--- config.mk ---
export PLATFORM = sky130hd
export DESIGN_NAME = multicycle_ctrl_flat
export DESIGN_NICKNAME = d
export VERILOG_FILES = /design/src/rtl/multicycle_ctrl_pkg.sv /design/src/rtl/multicycle_ctrl_if.sv /design/src/rtl/multicycle_ctrl_alu_op_dec.sv /design/src/rtl/multicycle_ctrl.sv /design/src/flat_wrapper.sv
export SDC_FILE = /design/constraint.sdc
export NUM_CORES = 1
export LEC_CHECK = 0
export BUFFER_PORTS_ARGS = -buffer_cell sky130_fd_sc_hd__buf_2
export CAP_MARGIN = 10
export CORE_MARGIN = 2
export CORE_UTILIZATION = 41
export DETAILED_ROUTE_END_ITERATION = 12
export GPL_ROUTABILITY_DRIVEN = 1
export GPL_TIMING_DRIVEN = 0
export REMOVE_ABC_BUFFERS = 1
export SETUP_SLACK_MARGIN = 0.05
export SLEW_MARGIN = 10
export SYNTH_ARGS = -nofsm -noshare
export SYNTH_HDL_FRONTEND = slang
export SYNTH_SLANG_ARGS = --single-unit
--- constraint.sdc ---
create_clock -name clk -period 2.96 [get_ports clk]
set_clock_uncertainty 0.05 [all_clocks]
set_input_delay 0 -clock clk [delete_from_list [all_inputs] [get_ports clk]]
set_output_delay 0 -clock clk [all_outputs]
set_load 0.05 [all_outputs]
--- src/rtl/multicycle_ctrl_pkg.sv ---
// Shared encodings for the multi-cycle RV32-subset control sequencer:
// FSM states, opcodes, ALU operations and datapath mux selects.
package multicycle_ctrl_pkg;

  typedef enum logic [2:0] {
    S_FETCH  = 3'd0,
    S_DECODE = 3'd1,
    S_EXEC   = 3'd2,
    S_MEM    = 3'd3,
    S_WB     = 3'd4,
    S_TRAP   = 3'd5
  } state_e;

  localparam logic [6:0] OP_R   = 7'b0110011;
  localparam logic [6:0] OP_I   = 7'b0010011;
  localparam logic [6:0] OP_LW  = 7'b0000011;
  localparam logic [6:0] OP_SW  = 7'b0100011;
  localparam logic [6:0] OP_BEQ = 7'b1100011;
  localparam logic [6:0] OP_JAL = 7'b1101111;

  localparam logic [2:0] ALU_AND = 3'b000;
  localparam logic [2:0] ALU_OR  = 3'b001;
  localparam logic [2:0] ALU_ADD = 3'b010;
  localparam logic [2:0] ALU_SUB = 3'b110;
  localparam logic [2:0] ALU_SLT = 3'b111;

  localparam logic [1:0] PC_PLUS4  = 2'b00;
  localparam logic [1:0] PC_BRANCH = 2'b01;
  localparam logic [1:0] PC_JAL    = 2'b10;

  localparam logic [1:0] WB_ALU = 2'b00;
  localparam logic [1:0] WB_MEM = 2'b01;
  localparam logic [1:0] WB_PC4 = 2'b10;

  // Only add/slt/or/and are implemented for the register and immediate ALU forms.
  function automatic logic funct3_alu_ok(input logic [2:0] funct3);
    return (funct3 == 3'b000) || (funct3 == 3'b010) ||
           (funct3 == 3'b110) || (funct3 == 3'b111);
  endfunction

  function automatic logic [2:0] funct3_to_alu(input logic [2:0] funct3, input logic sub);
    logic [2:0] op;
    case (funct3)
      3'b000:  op = sub ? ALU_SUB : ALU_ADD;
      3'b010:  op = ALU_SLT;
      3'b110:  op = ALU_OR;
      default: op = ALU_AND;
    endcase
    return op;
  endfunction

endpackage

--- src/rtl/multicycle_ctrl_if.sv ---
// Datapath/memory strobe bundle between the control sequencer (master)
// and the datapath plus shared memory port (slave).
interface multicycle_ctrl_if;
  logic [31:0] ins;
  logic        zero;
  logic        mem_ack;
  logic        mem_req;
  logic        mem_we;
  logic        iord;
  logic        ir_write;
  logic        pc_write;
  logic [1:0]  pc_src;
  logic [2:0]  alu_op;
  logic        alu_src;
  logic        reg_write;
  logic [1:0]  wb_sel;

  modport master (
    input  ins, zero, mem_ack,
    output mem_req, mem_we, iord, ir_write, pc_write, pc_src,
           alu_op, alu_src, reg_write, wb_sel
  );

  modport slave (
    output ins, zero, mem_ack,
    input  mem_req, mem_we, iord, ir_write, pc_write, pc_src,
           alu_op, alu_src, reg_write, wb_sel
  );
endinterface

--- src/rtl/multicycle_ctrl_alu_op_dec.sv ---
// Combinational instruction classifier: latched opcode/funct3/funct7[5]
// to the EXEC-phase ALU operation and a legality flag.
module multicycle_ctrl_alu_op_dec
  import multicycle_ctrl_pkg::*;
(
  input  logic [6:0] i_opcode,
  input  logic [2:0] i_funct3,
  input  logic       i_funct7b5,
  output logic [2:0] o_alu_op,
  output logic       o_legal
);

  always_comb begin
    o_alu_op = ALU_ADD;
    o_legal  = 1'b0;
    case (i_opcode)
      OP_R: begin
        o_alu_op = funct3_to_alu(i_funct3, i_funct7b5);
        o_legal  = funct3_alu_ok(i_funct3) && (!i_funct7b5 || (i_funct3 == 3'b000));
      end
      // Bit 30 of an I-type word is immediate data, so it never selects sub.
      OP_I: begin
        o_alu_op = funct3_to_alu(i_funct3, 1'b0);
        o_legal  = funct3_alu_ok(i_funct3);
      end
      OP_LW, OP_SW: begin
        o_alu_op = ALU_ADD;
        o_legal  = 1'b1;
      end
      OP_BEQ: begin
        o_alu_op = ALU_SUB;
        o_legal  = 1'b1;
      end
      OP_JAL: begin
        o_alu_op = ALU_AND;
        o_legal  = 1'b1;
      end
      default: ;
    endcase
  end

endmodule

--- src/rtl/multicycle_ctrl.sv ---
// Multi-cycle FETCH/DECODE/EXEC/MEM/WB sequencer with memory-timeout and
// illegal-opcode trap plus a retired-instruction counter.
module multicycle_ctrl
  import multicycle_ctrl_pkg::*;
#(
  parameter int CNT_W       = 32,
  parameter int MEM_TIMEOUT = 255
)
(
  input  logic              clk,
  input  logic              rst_n,
  multicycle_ctrl_if.master bus,
  output logic              trap,
  output logic [CNT_W-1:0]  retired
);

  state_e           r_state;
  logic             r_run;
  logic [6:0]       r_opcode;
  logic [2:0]       r_funct3;
  logic             r_funct7b5;
  logic [15:0]      r_wait;
  logic [CNT_W-1:0] r_retired;

  logic [2:0] w_alu_op;
  logic       w_legal;
  logic       w_wait_expired;
  logic       w_unused_ins;

  logic       w_mem_req, w_mem_we, w_iord, w_ir_write, w_pc_write;
  logic [1:0] w_pc_src, w_wb_sel;
  logic [2:0] w_alu_op_out;
  logic       w_alu_src, w_reg_write;

  assign w_wait_expired = (r_wait == 16'(MEM_TIMEOUT));
  assign w_unused_ins   = ^{bus.ins[31], bus.ins[29:15], bus.ins[11:7]};

  multicycle_ctrl_alu_op_dec u_alu_op_dec (
    .i_opcode   (r_opcode),
    .i_funct3   (r_funct3),
    .i_funct7b5 (r_funct7b5),
    .o_alu_op   (w_alu_op),
    .o_legal    (w_legal)
  );

  // r_run holds everything quiet for the first cycle after reset release,
  // so mem_req only rises once the block has seen a clock edge out of reset.
  always_ff @(posedge clk or negedge rst_n) begin
    if (!rst_n) begin
      r_state    <= S_FETCH;
      r_run      <= 1'b0;
      r_opcode   <= '0;
      r_funct3   <= '0;
      r_funct7b5 <= 1'b0;
      r_wait     <= '0;
      r_retired  <= '0;
    end else begin
      r_run <= 1'b1;
      if (r_run) begin
        case (r_state)
          S_FETCH: begin
            if (bus.mem_ack) begin
              r_opcode   <= bus.ins[6:0];
              r_funct3   <= bus.ins[14:12];
              r_funct7b5 <= bus.ins[30];
              r_wait     <= '0;
              r_state    <= S_DECODE;
            end else if (w_wait_expired) begin
              r_state <= S_TRAP;
            end else begin
              r_wait <= r_wait + 16'd1;
            end
          end
          S_DECODE: r_state <= w_legal ? S_EXEC : S_TRAP;
          S_EXEC: begin
            if (r_opcode == OP_LW || r_opcode == OP_SW) begin
              r_state <= S_MEM;
            end else if (r_opcode == OP_BEQ) begin
              r_state   <= S_FETCH;
              r_retired <= r_retired + CNT_W'(1);
            end else begin
              r_state <= S_WB;
            end
          end
          S_MEM: begin
            if (bus.mem_ack) begin
              r_wait <= '0;
              if (r_opcode == OP_SW) begin
                r_state   <= S_FETCH;
                r_retired <= r_retired + CNT_W'(1);
              end else begin
                r_state <= S_WB;
              end
            end else if (w_wait_expired) begin
              r_state <= S_TRAP;
            end else begin
              r_wait <= r_wait + 16'd1;
            end
          end
          S_WB: begin
            r_state   <= S_FETCH;
            r_retired <= r_retired + CNT_W'(1);
          end
          S_TRAP:  r_state <= S_TRAP;
          default: r_state <= S_TRAP;
        endcase
      end
    end
  end

  // Strobes follow the state register and latched fields; only the fetch
  // write enables (mem_ack) and the branch pc_write (zero) look at inputs.
  always_comb begin
    w_mem_req    = 1'b0;
    w_mem_we     = 1'b0;
    w_iord       = 1'b0;
    w_ir_write   = 1'b0;
    w_pc_write   = 1'b0;
    w_pc_src     = PC_PLUS4;
    w_alu_op_out = ALU_AND;
    w_alu_src    = 1'b0;
    w_reg_write  = 1'b0;
    w_wb_sel     = WB_ALU;
    if (r_run) begin
      case (r_state)
        S_FETCH: begin
          w_mem_req  = 1'b1;
          w_ir_write = bus.mem_ack;
          w_pc_write = bus.mem_ack;
        end
        S_EXEC: begin
          case (r_opcode)
            OP_R: w_alu_op_out = w_alu_op;
            OP_I, OP_LW, OP_SW: begin
              w_alu_op_out = w_alu_op;
              w_alu_src    = 1'b1;
            end
            OP_BEQ: begin
              w_alu_op_out = w_alu_op;
              w_pc_src     = PC_BRANCH;
              w_pc_write   = bus.zero;
            end
            OP_JAL: begin
              w_pc_src   = PC_JAL;
              w_pc_write = 1'b1;
            end
            default: ;
          endcase
        end
        S_MEM: begin
          w_mem_req    = 1'b1;
          w_iord       = 1'b1;
          w_mem_we     = (r_opcode == OP_SW);
          w_alu_op_out = ALU_ADD;
          w_alu_src    = 1'b1;
        end
        S_WB: begin
          w_reg_write = 1'b1;
          if (r_opcode == OP_LW)       w_wb_sel = WB_MEM;
          else if (r_opcode == OP_JAL) w_wb_sel = WB_PC4;
          else                         w_wb_sel = WB_ALU;
        end
        default: ;
      endcase
    end
  end

  assign bus.mem_req   = w_mem_req;
  assign bus.mem_we    = w_mem_we;
  assign bus.iord      = w_iord;
  assign bus.ir_write  = w_ir_write;
  assign bus.pc_write  = w_pc_write;
  assign bus.pc_src    = w_pc_src;
  assign bus.alu_op    = w_alu_op_out;
  assign bus.alu_src   = w_alu_src;
  assign bus.reg_write = w_reg_write;
  assign bus.wb_sel    = w_wb_sel;
  assign trap          = (r_state == S_TRAP);
  assign retired       = r_retired;

endmodule
--- src/flat_wrapper.sv ---
// flat-port wrapper written by rule: the top's interface ports become plain ports
module multicycle_ctrl_flat import multicycle_ctrl_pkg::*;
#(
  parameter int CNT_W       = 32,
  parameter int MEM_TIMEOUT = 255
)
  (clk, rst_n, trap, retired, bus_ins, bus_zero, bus_mem_ack, bus_mem_req, bus_mem_we, bus_iord, bus_ir_write, bus_pc_write, bus_pc_src, bus_alu_op, bus_alu_src, bus_reg_write, bus_wb_sel);
  multicycle_ctrl_if bus_i ();
  input  logic clk;
  input  logic rst_n;
  output logic trap;
  output logic [CNT_W-1:0] retired;
  input wire logic [$bits(bus_i.ins)-1:0] bus_ins;
  input wire logic [$bits(bus_i.zero)-1:0] bus_zero;
  input wire logic [$bits(bus_i.mem_ack)-1:0] bus_mem_ack;
  output wire logic [$bits(bus_i.mem_req)-1:0] bus_mem_req;
  output wire logic [$bits(bus_i.mem_we)-1:0] bus_mem_we;
  output wire logic [$bits(bus_i.iord)-1:0] bus_iord;
  output wire logic [$bits(bus_i.ir_write)-1:0] bus_ir_write;
  output wire logic [$bits(bus_i.pc_write)-1:0] bus_pc_write;
  output wire logic [$bits(bus_i.pc_src)-1:0] bus_pc_src;
  output wire logic [$bits(bus_i.alu_op)-1:0] bus_alu_op;
  output wire logic [$bits(bus_i.alu_src)-1:0] bus_alu_src;
  output wire logic [$bits(bus_i.reg_write)-1:0] bus_reg_write;
  output wire logic [$bits(bus_i.wb_sel)-1:0] bus_wb_sel;
  assign bus_i.ins = bus_ins;
  assign bus_i.zero = bus_zero;
  assign bus_i.mem_ack = bus_mem_ack;
  assign bus_mem_req = bus_i.mem_req;
  assign bus_mem_we = bus_i.mem_we;
  assign bus_iord = bus_i.iord;
  assign bus_ir_write = bus_i.ir_write;
  assign bus_pc_write = bus_i.pc_write;
  assign bus_pc_src = bus_i.pc_src;
  assign bus_alu_op = bus_i.alu_op;
  assign bus_alu_src = bus_i.alu_src;
  assign bus_reg_write = bus_i.reg_write;
  assign bus_wb_sel = bus_i.wb_sel;
  multicycle_ctrl #(.CNT_W(CNT_W), .MEM_TIMEOUT(MEM_TIMEOUT)) u_core (.clk(clk), .rst_n(rst_n), .bus(bus_i), .trap(trap), .retired(retired));
endmodule
# Word level (Yosys, flattened, before mapping)
# Cells that the tools add are included.
# word_totals
inputBits,36
out_inout_bits,47
word_cells,92
ff_bits,63
# classes
muxes,46
add_sub_neg,2
n_eq_ne,20
n_reduce_logical,17
# op_table
cell,count
32-bit 2-to-1 mux,4
32-bit case mux with 3 select lines,1
32-bit by 1-bit adder with 32-bit output (second input constant),1
16-bit 2-to-1 mux,2
3-bit 2-to-1 mux,10
3-bit case mux with 3 select lines,2
16-bit by 1-bit adder with 16-bit output (second input constant),1
16-bit by 8-bit equality test with 1-bit output (second input constant),1
3-bit case mux with 5 select lines,1
7-bit by 6-bit equality test with 1-bit output (second input constant),2
7-bit equality test (second input constant),2
1-bit 2-to-1 mux,13
3-bit equality test (second input constant),4
2-bit 2-to-1 mux,6
3-bit case mux with 4 select lines,1
3-bit by 2-bit equality test with 1-bit output (second input constant),3
7-bit by 2-bit equality test with 1-bit output (second input constant),1
7-bit by 5-bit equality test with 1-bit output (second input constant),1
3-bit zero test,2
2-bit inequality test (second input constant),3
1-bit case mux with 2 select lines,3
3-bit case mux with 2 select lines,1
3-bit AND reduction,2
6-bit AND reduction,1
12 further kinds,17

# Logic depth before layout (Yosys ltp)
# logic_depth
word_depth,8
depth_mapped,7
mapped_depth_nobuf,6

# Modules after synthesis
# Synthesis repeated with hierarchy kept, for this count alone.
# hier_totals
cells_unflattened,377
area_unflattened_um2,3651.0
# modules_own_cells
module,cells_each,area_per_inst_um2,n_inst,seq_area_each_um2
multicycle_ctrl,358,3549.7,1,1576.5
multicycle_ctrl_alu_op_dec,19,101.3,1,0.0

# Worst setup path after synthesis
# Ideal clock, no wire load.
# synth_timing
path_type,register to output
start,reg u_core.r_opcode[2]
end,out bus_alu_op[0]
t_required_ns,2.910
setup_slack_ns,0.257
stages_incl_launch_ff,4
n_path_buf,0
arrival_ns,2.653
cell_sequence,dfrtp_1 nand4bb_1 or3_1 nor4_1
# synth_via
elab_chain_len,5
elab_cells_between_ends,11
cone_classes,6 x eq/ne; 4 x mux; 1 x reduce/logical
# synth_lines
item,line_no,source
"start, declared",multicycle_ctrl.sv:19,logic [6:0] r_opcode;
"start signal, assigned",multicycle_ctrl.sv:63,r_opcode <= bus.ins[6:0];
"7-bit equality test, or another cell as far along",multicycle_ctrl_alu_op_dec.sv:16,case (i_opcode)
3-bit case mux with 4 select lines / 5-bit OR reduction (equally long branches),--,
3-bit 2-to-1 mux *,multicycle_ctrl.sv:132,case (r_opcode)
3-bit case mux with 2 select lines *,multicycle_ctrl.sv:125,case (r_state)
3-bit 2-to-1 mux *,multicycle_ctrl.sv:124,if (r_run) begin
"end, declared",flat_wrapper.sv:22,output wire logic [$bits(bus_i.alu_op)-1:0] bus_alu_op;
# Every way passes the cells marked *; elsewhere a longest branch is shown, timed or not.

# Worst setup path in the final report
# layout_timing
start,reg u_core.r_state[0]
end,"reg u_core.r_retired[22], in the netlist u_core.retired[22]"
# layout_via
elab_chain_len,3
elab_cells_between_ends,10
cone_classes,7 x eq/ne; 1 x mux; 2 x reduce/logical
# layout_lines
item,line_no,source
"start, declared",multicycle_ctrl.sv:17,state_e r_state;
"start signal, assigned",multicycle_ctrl.sv:74,S_DECODE: r_state <= w_legal ? S_EXEC : S_TRAP;
3-bit by 2-bit equality test with 1-bit output / 3-bit equality test (equally long branches),multicycle_ctrl.sv:60,case (r_state)
"2-bit inequality test (no source line), or another cell as far along",--,
6-bit AND reduction (no source line),--,
"end signal, assigned",multicycle_ctrl.sv:80,r_retired <= r_retired + CNT_W'(1);
"end signal, assigned",multicycle_ctrl.sv:90,r_retired <= r_retired + CNT_W'(1);
"end signal, assigned",multicycle_ctrl.sv:102,r_retired <= r_retired + CNT_W'(1);
"end, declared",multicycle_ctrl.sv:23,logic [CNT_W-1:0] r_retired;
# Several ways; a longest one is shown, not always the timed one.
# A chain may end at the register's enable or synchronous reset.

==> summary.md <==
| Metric | Value |
|---|---|
| Outcome | `finished clean` |
| CP Capture Type | `flip-flop` |
| Global-route met1 utilization | `approximately a quarter` |
| Max clock buf depth | `2` |
| RD Place Congestion | `approximately 0.85` |
| First-pass GRT wire length | `roughly 13 mm` |
| # IOs | `83` |
| TritonRoute pass-1 iters | `4` |
| Initial antenna violation count | `0` |
| Final worst path period need | `approximately 2600 ps` |
| GR Util met2 | `28.7%` |
| Synth Area per Inst | `9.77 µm²` |
| Num CTS Buffers | `9` |
| Post-synth EDFFs | `0` |
| Cells after Synth | `~350` |
| Vias in the first global route | `2692` |
| Post-Syn Area | `around 3500 µm²` |
| CP startpoint kind | `flip-flop` |
| # rows | `33` |
| Gr ovfl total | `0` |
| H-tree depth | `3` |
| Worst Path Arrival | `2850 ps` |
| CP max FO | `21` |
| Met3 Use GR | `5.25%` |
| Initial Util | `roughly 42%` |
| Root buffer cell | `clkbuf_8` |
| Pin count of the biggest net entering global routing | `64` |
| CTS tree | `built` |
| Warnings from Yosys | `0` |
| DRC | `0` |
| Overall routing resource usage | `a little under a fifth` |
| Setup TNS Final | `0 ps` |
| Clock Sink Count | `63` |
| Final Max Slew Viols | `0` |
| Via/cell ratio | `roughly 5.3` |
| Ant. Diodes | `0` |
| Synthesis-to-finish area growth | `22.4%` |
| Port Buffers | `61` |
| Most used flip-flop cell after synthesis | `dfrtp_1` |
| Async set-or-reset flop fraction in the synthesized netlist | `between 90% and 100%` |
| Layout cells sized above 1 | `a little under a quarter` |
| Final worst setup slack | `around 340 ps` |
| Worst Path Required | `3190 ps` |
| Hold Path Class | `in2async` |
| Total leakage power | `0.00208 µW` |
| Die area | `around 9200 µm²` |
| Worst-path clk slew | `70 ps` |
| Core Region | `slightly above 8000 µm²` |
| Post-placement cell area | `3870 µm²` |
| Final design area excluding fillers | `4230 µm²` |
| Slew margin rel. | `between 20% and 30%` |
| Place WS | `~330 ps` |
| WS Path Type | `reg2reg` |
| Vias | `around 2800` |
| Power Density | `between 400 and 500 nW/µm²` |
| Final WL | `between 7 and 8 mm` |
| GRT busiest layer | `met2` |
| Post-route ant nets | `0` |
| Maximum clock rate | `between 300 and 400 MHz` |
| CTS resizes | `0` |
| Largest vdd supply drop | `between 0.2 and 0.3 mV` |
| Number of max-cap violations | `0` |
| Distinct cells, synth | `55` |
| Unrepaired setup endpoints after global routing | `no` |
| Nets | `~470` |
| FF+latch count, synth | `63` |
| Seq/Total Area, Yosys | `between 40% and 50%` |
| Die Height | `~96 µm` |
| Routed length per instance | `~14 µm` |
| Measured slew at the worst slew-check pin | `between 1000 and 1500 ps` |
| Final Hold Fails | `0` |
| Die width | `roughly 96 µm` |
| Skew-Pair Late Insertion Delay | `~350 ps` |
| HPWL after detailed placement | `between 5 and 6 mm` |
| Fin crit share | `roughly 89%` |
| Setup violators final | `0` |
| 1st-iter DRT viols | `between 100 and 150` |
state kept, by name, summed over array words and instances, names as in the netlist:
register	flops
u_core.r_run	1
u_core.r_wait	16
u_core.r_funct7b5	1
u_core.r_state	3
u_core.r_opcode	7
u_core.r_funct3	3
u_core.retired	32
report_power, final:
group / leakage (µW) / total, µW / switching [µW] / internal [µW]
logic: 0.00114 / 56.8 / 28.8 / 28.1
clock network: 0.000112 / 861 / 343 / 518
registers: 0.000825 / 871 / 6.54 / 865
total: 0.00208 / 1790 / 378 / 1410
layer usage:
layer / share of wire [%] / routed length, µm / vias to the layer above
met1: 46 / 3510 / 1363
met4: 1.4 / 106 / 0
li1: - / - / 1394
met2: 47 / 3590 / 62
met5: 0 / 0 / -
met3: 4.7 / 357 / 8
cells in the mapped netlist, drive strengths merged (2+ instances only):
library cell	instances	area [µm²]
a21oi	8	40.0
a31oi	4	25.0
and3	8	50.1
and4	2	17.5
buf	3	20.0
clkbuf	9	33.8
dfrtp	63	1580
ha	2	25.0
inv	21	78.8
mux2	13	146
nand2	20	75.1
nand2b	7	43.8
nand3	16	80.1
nand3b	2	15.0
nand4	12	81.3
nand4bb	2	22.5
nor2	38	143
nor2b	3	18.8
nor3	23	120
nor3b	3	22.5
nor4	8	65.1
nor4b	2	32.5
o2111ai	2	17.5
o211ai	2	20.0
o21a	2	15.0
o21ai	6	30.0
o22ai	2	12.5
o31a	2	17.5
o31ai	2	15.0
or3	4	25.0
or4	5	48.8
xnor2	17	149
xor2	28	245
final timing paths:
path / from / to / slack, ps / depth (start not counted)
max in group asynchronous: rst_n / u_core.r_opcode[5] / 2440 / 3
setup reg to reg: u_core.r_state[0] / u_core.retired[22] / 340 / 5
setup / recovery: u_core.r_state[0] / u_core.retired[22] / 340 / 5
min in group clk: bus_ins[2] / u_core.r_opcode[2] / 360 / 3
hold / removal: rst_n / u_core.r_wait[0] / 130 / 3
hold reg to reg: u_core.retired[31] / u_core.retired[31] / 410 / 1
through the flow:
step	power (µW)	cells	util (%)	hold slack, ps
after detailed placement	934	509	47.3	-22.0
after global routing	1870	538	51.8	168
after global placement	928	508	47.0	184
after CTS	1820	538	51.8	143
after floorplan	897	342	-	-346
final	1790	538	51.8	127
repair_timing:
action                    in CTS  in global routing
hold buffers                  13                  0
setup buffers                  0                  0
hold endpoints to repair      75                  0
cell usage in the layout (no fill, tap or decap), drive strengths merged, types with 4 or more instances in the layout:
cell and n:
or4 5, clkbuf 11, or3 4, nand2 20
mux2 13, nor2 38, xor2 28, a21oi 8
buf 62, nand2b 7, nand3 16, dfrtp 63
nor4 8, xnor2 17, nor3 23, dlygate4sd3 13
nand4 12, o21ai 6, and3 8, a31oi 4
inv 21
cell type report:
class / count / area (µm²)
clock inverter: 5 / 80.1
inverter: 21 / 78.8
timing repair buffer: 75 / 465
clock buffer: 11 / 151
sequential: 63 / 1580
tap: 105 / 131
multi-input combinational: 258 / 1750
fill: 768 / 3940
critical path, cell delays in order (launching register included):
cell and delay [ps]:
dfrtp_1 730, nand3b_1 220, a2111oi_4 490, o211ai_2 410, nor4_1 470, xor2_1 180
kinds of logic after synthesis:
family / synth area share [%]
AOI/OAI and AO/OA: 7.75
xor gates and xnor gates: 11.4
adders and majority gates: 0.724
buffers and inverters: 3.84
DFF: 45.6
muxes: 4.52
other: 0.108
and+or+nand+nor: 26.1
Note: power is estimated with default switching activity, not from simulation.
